===== config.mk =====
export PLATFORM = sky130hd
export DESIGN_NAME = step_value_ctrl
export DESIGN_NICKNAME = d
export VERILOG_FILES = /design/src/rtl/step_value_ctrl_pkg.sv /design/src/rtl/step_value_alu.sv /design/src/rtl/step_value_ctrl.sv
export SDC_FILE = /design/constraint.sdc
export NUM_CORES = 1
export LEC_CHECK = 0
export BUFFER_PORTS_ARGS = -buffer_cell sky130_fd_sc_hd__buf_4
export CORE_ASPECT_RATIO = 1.4
export CORE_MARGIN = 3
export CORE_UTILIZATION = 45
export DETAILED_ROUTE_END_ITERATION = 10
export GPL_TIMING_DRIVEN = 0
export SYNTH_ARGS = -nofsm -noshare
export SYNTH_HDL_FRONTEND = slang
export SYNTH_SLANG_ARGS = --single-unit

===== constraint.sdc =====
create_clock -name clk -period 4.34 [get_ports clk]
set_input_delay 0.434 -clock clk [delete_from_list [all_inputs] [get_ports clk]]
set_output_delay 0.434 -clock clk [all_outputs]
set_load 0.05 [all_outputs]

===== src/rtl/step_value_ctrl_pkg.sv =====
// Shared types for the step/value controller: FSM states and step direction.
package step_value_ctrl_pkg;

  typedef enum logic [1:0] {
    IDLE = 2'd0,
    SLOW = 2'd1,
    FAST = 2'd2
  } state_t;

  typedef enum logic {
    DIR_UP = 1'b0,
    DIR_DN = 1'b1
  } dir_t;

endpackage


===== src/rtl/step_value_alu.sv =====
// Combinational bounded step: adds/subtracts a step with clamp-or-wrap at the
// bounds, and also clamps an arbitrary input into range when stepped by zero.
module step_value_alu
  import step_value_ctrl_pkg::*;
#(
  parameter int WIDTH = 8,
  parameter bit WRAP  = 1'b0
) (
  input  logic [WIDTH-1:0] i_value,
  input  dir_t             i_dir,
  input  logic [WIDTH-1:0] i_step,
  input  logic [WIDTH-1:0] i_minVal,
  input  logic [WIDTH-1:0] i_maxVal,
  output logic [WIDTH-1:0] o_next,
  output logic             o_change
);

  logic [WIDTH:0] w_sum;
  logic [WIDTH:0] w_floor;
  logic [WIDTH:0] w_diff;

  // One extra bit keeps overflow/underflow visible before comparing to bounds.
  always_comb begin
    w_sum   = {1'b0, i_value} + {1'b0, i_step};
    w_floor = {1'b0, i_minVal} + {1'b0, i_step};
    w_diff  = {1'b0, i_value} - {1'b0, i_step};
    o_next  = i_value;
    if (i_dir == DIR_UP) begin
      if (w_sum > {1'b0, i_maxVal}) begin
        o_next = (WRAP && (i_value == i_maxVal)) ? i_minVal : i_maxVal;
      end else if (w_sum < {1'b0, i_minVal}) begin
        o_next = i_minVal;
      end else begin
        o_next = w_sum[WIDTH-1:0];
      end
    end else begin
      if ({1'b0, i_value} < w_floor) begin
        o_next = (WRAP && (i_value == i_minVal)) ? i_maxVal : i_minVal;
      end else if (w_diff > {1'b0, i_maxVal}) begin
        o_next = i_maxVal;
      end else begin
        o_next = w_diff[WIDTH-1:0];
      end
    end
  end

  assign o_change = (o_next != i_value);

endmodule


===== src/rtl/step_value_ctrl.sv =====
// Turns up/down auto-repeat step pulses into a bounded setting, with single
// steps at first and coarse steps once a button has been held long enough.
module step_value_ctrl
  import step_value_ctrl_pkg::*;
#(
  parameter int WIDTH     = 8,
  parameter int MIN_VAL   = 0,
  parameter int MAX_VAL   = 99,
  parameter int ACCEL_CNT = 4,
  parameter int FAST_STEP = 10,
  parameter bit WRAP      = 1'b0
) (
  input  logic             clk,
  input  logic             rst,
  input  logic             up_btn,
  input  logic             dn_btn,
  input  logic             up_pulse,
  input  logic             dn_pulse,
  input  logic             load,
  input  logic [WIDTH-1:0] load_val,
  output logic [WIDTH-1:0] value,
  output logic             changed,
  output logic             fast,
  output logic             at_limit
);

  localparam int               CW      = $clog2(ACCEL_CNT + 1);
  localparam logic [WIDTH-1:0] C_MIN   = WIDTH'(MIN_VAL);
  localparam logic [WIDTH-1:0] C_MAX   = WIDTH'(MAX_VAL);
  localparam logic [WIDTH-1:0] C_FAST  = WIDTH'(FAST_STEP);
  localparam logic [WIDTH-1:0] C_ONE   = WIDTH'(1);
  localparam logic [CW-1:0]    C_ACCEL = CW'(ACCEL_CNT);

  state_t           r_state;
  state_t           w_stateNext;
  dir_t             r_dir;
  dir_t             w_dirNext;
  logic [CW-1:0]    r_count;
  logic [CW-1:0]    w_countNext;
  logic [CW-1:0]    w_countInc;
  logic [WIDTH-1:0] r_value;
  logic             r_changed;
  logic             r_fast;

  logic             w_dirHeld;
  logic             w_accept;
  dir_t             w_aluDir;
  logic [WIDTH-1:0] w_aluValue;
  logic [WIDTH-1:0] w_aluStep;
  logic [WIDTH-1:0] w_aluNext;
  logic             w_aluChange;
  logic [WIDTH-1:0] w_valueNext;

  assign w_dirHeld  = (r_dir == DIR_UP) ? up_btn : dn_btn;
  assign w_countInc = r_count + CW'(1);

  // Load wins over pulses, so a pulse in a load cycle is neither stepped nor counted.
  assign w_accept = (r_state != IDLE) && (up_pulse ^ dn_pulse) && !load &&
                    ((r_dir == DIR_UP) ? up_pulse : dn_pulse);

  // The ALU is shared: a zero step downwards clamps load_val into range.
  assign w_aluValue = load ? load_val : r_value;
  assign w_aluDir   = load ? DIR_DN : r_dir;
  assign w_aluStep  = load ? '0 : ((r_state == FAST) ? C_FAST : C_ONE);

  step_value_alu #(
    .WIDTH (WIDTH),
    .WRAP  (WRAP)
  ) u_alu (
    .i_value  (w_aluValue),
    .i_dir    (w_aluDir),
    .i_step   (w_aluStep),
    .i_minVal (C_MIN),
    .i_maxVal (C_MAX),
    .o_next   (w_aluNext),
    .o_change (w_aluChange)
  );

  assign w_valueNext = (load || (w_accept && w_aluChange)) ? w_aluNext : r_value;

  always_comb begin
    w_stateNext = r_state;
    w_dirNext   = r_dir;
    w_countNext = r_count;
    unique case (r_state)
      IDLE: begin
        if (up_btn && !dn_btn) begin
          w_stateNext = SLOW;
          w_dirNext   = DIR_UP;
        end else if (dn_btn && !up_btn) begin
          w_stateNext = SLOW;
          w_dirNext   = DIR_DN;
        end
      end
      SLOW, FAST: begin
        if (!w_dirHeld || (up_btn && dn_btn)) begin
          w_stateNext = IDLE;
          w_countNext = '0;
        end else if (w_accept && (r_state == SLOW)) begin
          w_countNext = w_countInc;
          if (w_countInc == C_ACCEL) begin
            w_stateNext = FAST;
          end
        end
      end
      default: begin
        w_stateNext = IDLE;
        w_countNext = '0;
      end
    endcase
  end

  always_ff @(posedge clk or negedge rst) begin
    if (!rst) begin
      r_state <= IDLE;
      r_dir   <= DIR_UP;
      r_count <= '0;
    end else begin
      r_state <= w_stateNext;
      r_dir   <= w_dirNext;
      r_count <= w_countNext;
    end
  end

  always_ff @(posedge clk or negedge rst) begin
    if (!rst) begin
      r_value   <= C_MIN;
      r_changed <= 1'b0;
      r_fast    <= 1'b0;
    end else begin
      r_value   <= w_valueNext;
      r_changed <= (w_valueNext != r_value);
      r_fast    <= (w_stateNext == FAST);
    end
  end

  assign value    = r_value;
  assign changed  = r_changed;
  assign fast     = r_fast;
  assign at_limit = (r_value == C_MIN) || (r_value == C_MAX);

endmodule


After elaboration in Yosys (flattened, before gate mapping)
Index checks and enable logic that the tools add are counted.
- bits in registers: 16
- input bits: 15
- output and inout port bits: 11
- logic and storage cells: 68
- add/sub/neg operators: 3
- $lt $le $gt $ge: 4
- eq/ne operators: 8
- muxes and demuxes: 23
- bitwise operators: 2
- reduce and logical (&&, ||, !) cells: 22
- operators with widths (cell ; count):
    8-bit two-way mux ; 7
    9-bit by 7-bit greater-than comparator with 1-bit output, second input constant ; 2
    8-bit != test ; 2
    2-bit two-way mux ; 5
    8-bit by 4-bit adder with 9-bit output ; 1
    9-bit by 1-bit < comparator with 1-bit output, second input constant ; 1
    8-bit by 4-bit subtractor with 9-bit output ; 1
    8-bit by 7-bit equality test with 1-bit output, second input constant ; 1
    1-bit logical AND ; 8
    8-bit zero test ; 1
    8-bit by 4-bit < comparator with 1-bit output ; 1
    4-bit two-way mux ; 2
    3-bit two-way mux ; 2
    3-bit case mux with 2 select lines ; 1
    1-bit two-way mux ; 5
    2-bit equality test, second input constant ; 2
    1-bit zero test ; 4
    2-bit case mux with 2 select lines ; 1
    2-bit AND reduction ; 2
    2-bit nonzero test ; 2
    3-bit by 1-bit adder with 3-bit output, second input constant ; 1
    3-bit equality test, second input constant ; 1
    1-bit logical OR ; 3
    3-bit != test, second input constant ; 1
    5 further kinds ; 5

Depth between registers and ports, before layout
- depth after elaboration: 13
- depth in mapped cells: 16
- depth with buffers taken out: 15

Modules after synthesis
Synthesis repeated with hierarchy kept, for this count alone.
- cells, all modules: 412
- area total of the unflattened synthesis: 3432.0 µm²
- by module, submodules not included (module ; instances ; cells each ; area an instance (µm²)):
    step_value_alu ; 1 ; 309 ; 2332.2
    step_value_ctrl ; 1 ; 103 ; 1099.8

Worst setup path before layout
No wires, ideal clock.
- path type: input -> register
- start: input load
- end: register r_value[4] (netlist: value[4])
- library setup time: 0.125 ns
- arrival time: 4.097 ns
- required time: 4.215 ns
- slack: 0.118 ns
- stages on the path: 16
- path buffers: 3
- path through: buf_6 -> buf_6 -> clkbuf_1 -> mux2i_1 -> ha_1 -> inv_1 -> fa_1 -> inv_1 -> nor2_1 -> or2_2 -> o221ai_2 -> a41oi_1 -> a221o_1 -> nor4_4 -> a41oi_4 -> mux2_4
- word-level cells in the longest chain between the ends: 10
- elaborated cells on any way between the ends: 21
- RTL lines (element ; line ; RTL):
    from (decl) ; step_value_ctrl.sv:19 ; input logic load,
    8-bit two-way mux or 4-bit two-way mux (tied branches) ; step_value_ctrl.sv:62, step_value_ctrl.sv:64 ;
    8-bit by 4-bit adder with 9-bit output or 8-bit by 4-bit subtractor with 9-bit output (tied branches) ; step_value_alu.sv:24, step_value_alu.sv:26 ;
    9-bit by 1-bit < comparator with 1-bit output or 9-bit by 7-bit greater-than comparator with 1-bit output (tied branches) ; step_value_alu.sv:31, step_value_alu.sv:39 ;
    8-bit two-way mux, on equally long branches ; step_value_alu.sv:31, step_value_alu.sv:39 ;
    8-bit two-way mux, on equally long branches ; step_value_alu.sv:29, step_value_alu.sv:37 ;
    8-bit two-way mux ; step_value_alu.sv:28 ; if (i_dir == DIR_UP) begin
    8-bit != test ; step_value_alu.sv:47 ; assign o_change = (o_next != i_value);
    1-bit logical AND ; step_value_ctrl.sv:79 ; assign w_valueNext = (load || (w_accept && w_aluChange)) ? w_aluNext : r_value;
    1-bit logical OR ; step_value_ctrl.sv:79 ;
    8-bit two-way mux (*) ; step_value_ctrl.sv:79 ;
    net w_valueNext[4] ; step_value_ctrl.sv:52 ; logic [WIDTH-1:0] w_valueNext;
    to (signal assigned) ; step_value_ctrl.sv:131 ; r_value <= w_valueNext;
    to (decl) ; step_value_ctrl.sv:41 ; logic [WIDTH-1:0] r_value;
Mark *: on every way through the listed nets, which the timed path passes. The rest lies on a longest branch.
A chain may end at the register's enable or synchronous reset.

Final worst setup path
- start: input load
- end: register r_value[0] (netlist: value[0])
The elaborated chain is that of the path after synthesis.

==> impl_metrics.tcl <==
set metrics [dict create \
    clockRootBuffer "clkbuf_8" \
    grt_pass1_wl_mm 10.52 \
    syn_area_mm2 0.002260 \
    initial_utilization 0.4828 \
    die_h_um 89.85 \
    cts_tree "done" \
    first_pass_iters 4 \
    finClkSkew_ns 0.005942 \
    syn_area_per_cell_um2 8.592 \
    wl_per_cell_um 18.23 \
    hold-worst-slack_ns 0.03227 \
    grt_overflow_total 0 \
    n_antenna_cell 0 \
    yosys_warnings 0 \
    m1WireLength_mm 2.565 \
    drt_iter0_drc 251 \
    critPathTopFamily "compound AO/OA/AOI/OAI gates" \
    dp.cells 350 \
    place_congestion 0.9394 \
    cts_buffers 3 \
    fin_util 0.5838 \
    synthTopCellsByCount "nor2_1, a21oi_1, dfrtp_1, ha_1, nand2_1" \
    grt_max_degree 17 \
    p_switching_uw 829.3 \
    crit_type "input port to register" \
    finalWorstPathRequiredPeriod_ns 4.181 \
    worstSetupEndpointType "register" \
    fillers 443 \
    drc 0 \
    antenna_left 0 \
    synth_top_area_frac 0.1772 \
    vias 2220 \
    synth-seq-cells 16 \
    drive_above_1_share 0.3043 \
    port_buffers 25 \
    htreeDepth 1 \
    yosysMostFrequentCell "nor2_1" \
    path_buf_inv 6 \
    p_clk_frac 0.084 \
    wl_met2_mm 3.547 \
    antenna_found_initial 0 \
    power_density_mw_per_mm2 569.2 \
    crit_path_cell_trace "buf_4 > buf_6 > buf_8 > buf_12 > mux2i_4 > inv_1 > ha_1 > fa_2 > inv_2 > o31ai_4 > a211oi_2 > nand4_1 > and3_4 > a221o_1 > nor4_4 > a41oi_4 > mux2_4" \
    maxSlewViolCount 0 \
    p_int_uw 726.2 \
    hold_path_class "input port to async pin" \
    grt_pass1_vias 2145 \
    worstPathArrival_ns 4.31 \
    p_seq_frac 0.170 \
    worstSkewPairLatency_ns 0.25 \
    cp_slowest_cell "fa_2" \
    maxSlewHeadroom 0.4806 \
    fp.dieArea_mm2 0.005920 \
    switching_share 0.5331 \
    p_leak_nw 1.131 \
    synth_nets 296 \
    critPathMaxFanout 10 \
    synthArstFlopShare 1.000 \
    clkSinkCount 16 \
    drv_cap 0 \
    die_x_um 65.89 \
    max_freq_ghz 0.2392 \
    status "finished, final reports clean" \
    synth-edff-count 0 \
    synth.distinct_cells 68 \
    grt_usage 0.2224 \
    wl_met3_um 259 \
    synth_area_leaders "dfrtp_1, ha_1, mux2_4, mux2_2, nor2_1" \
    slowest_delay_ns 0.48 \
    area_growth_pct 20.93 \
    tightestPinTransition_ns 0.7574 \
    synthCells 263 \
    fin_crit_sh 0.9634 \
    crit_path_start_kind "input port" \
    path_clk_slew_ns 0.07 \
    instances_no_fill 361 \
    combPwrFrac 0.745 \
    ys_seq_area_frac 0.1772 \
    nNetsFinal 333 \
    finalSetupViolCount 0 \
    clockBufferDepth 2 \
    hpwl_mm 5.039 \
    core_mm2 0.004681 \
    row_count 29 \
    io_pins 26 \
    peakVddDrop_uv 301.4 \
    synth_area_leader_cell "dfrtp_1" \
    total_power_mw 1.556 \
    synth_ff_type "dfrtp_1" \
    routed.top_layer "met4" \
    postCtsHoldBufs 0 \
    required_ns 4.47 \
    drt-total-wl_mm 6.580 \
    viasPerCell 6.150 \
    hold_viol_final 0 \
]
[registers in the layout, indices dropped and copies added (netlist names)]
name / cells
r_state: 2
r_dir: 1
changed: 1
value: 8
fast: 1
r_count: 3
[power by group through the flow]
stage / sequential (mW) / combinational [mW] / clock (mW)
6_report: 0.265 / 1.16 / 0.131
5_1_grt: 0.273 / 1.26 / 0.140
4_1_cts: 0.264 / 1.11 / 0.134
3_5_place_dp: 0.265 / 1.09 / 0
3_3_place_gp: 0.261 / 1.09 / 0
2_1_floorplan: 0.363 / 0.719 / 0
[per-layer routing]
metal	GRT usage	vias to the layer above
met5	0	-
met4	0.05536	0
met3	0.02743	15
met2	0.4092	63
met1	0.2634	1064
li1	-	1078
[logic make-up (layout without fill, tap and decap cells)]
| family | count (synthesis) | count (layout) | share of synthesized area |
|---|---|---|---|
| and+or+nand+nor | 87 | 87 | 0.2099 |
| AOI/OAI and AO/OA | 85 | 86 | 0.2852 |
| muxes | 24 | 24 | 0.1373 |
| buffers and inverters | 23 | 58 | 0.04540 |
| adders and majority gates | 18 | 18 | 0.1063 |
| DFF | 16 | 16 | 0.1772 |
| xor gates and xnor gates | 10 | 10 | 0.03876 |
[worst paths after layout]
path                             from  cells after the start  slack, ns          to
max reg2reg                r_state[0]                     15       0.38    value[0]
min reg2reg                r_count[2]                      1       0.52  r_count[2]
min                               rst                      1       0.03    value[5]
max in group asynchronous         rst                      1       4.12    value[7]
max                              load                     17       0.16    value[0]
min in group clk           r_count[2]                      1       0.52  r_count[2]
[final cells by class]
| cell class | instances | area (um^2) | area share |
|---|---|---|---|
| multi-input combinational | 225 | 1843 | 0.6745 |
| inverter | 14 | 52.55 | 0.01923 |
| sequential | 16 | 400.4 | 0.1465 |
| timing repair buffer | 31 | 232.7 | 0.08516 |
| tap | 62 | 77.57 | 0.02839 |
| clock buffer | 4 | 55.05 | 0.02015 |
| buffer | 9 | 71.32 | 0.02610 |
[cell usage in the layout (no fill, tap or decap), types with 4 or more instances in the layout]
cell type,instances
buf_4,31
nor2_1,23
nand2_1,16
dfrtp_1,16
a21oi_1,15
o21ai_0,15
ha_1,14
inv_1,13
nand3_1,9
mux2_2,8
nor3_1,7
mux2_4,7
mux2i_1,6
xnor2_1,6
a31oi_1,5
nand4_1,5
xor2_1,4
clkbuf_8,4
[through the flow]
step | setup slack (ns) | TNS, ns | cell area (um^2)
after global placement | -0.6627 | -4.713 | 2525
after detailed placement | -0.6758 | -4.816 | 2525
after CTS | 0.05972 | 0 | 2625
after floorplan | 0.1177 | 0 | 2260
after global routing | -0.01220 | -0.01830 | 2733
final | 0.1588 | 0 | 2733
[repair_timing]
action	in CTS	in global routing
setup endpoints to repair	8	7
resized for setup	8	18
gates cloned	0	1
buffers inserted	1	5
pin swaps	2	11
(Power assumes the default switching activity.)
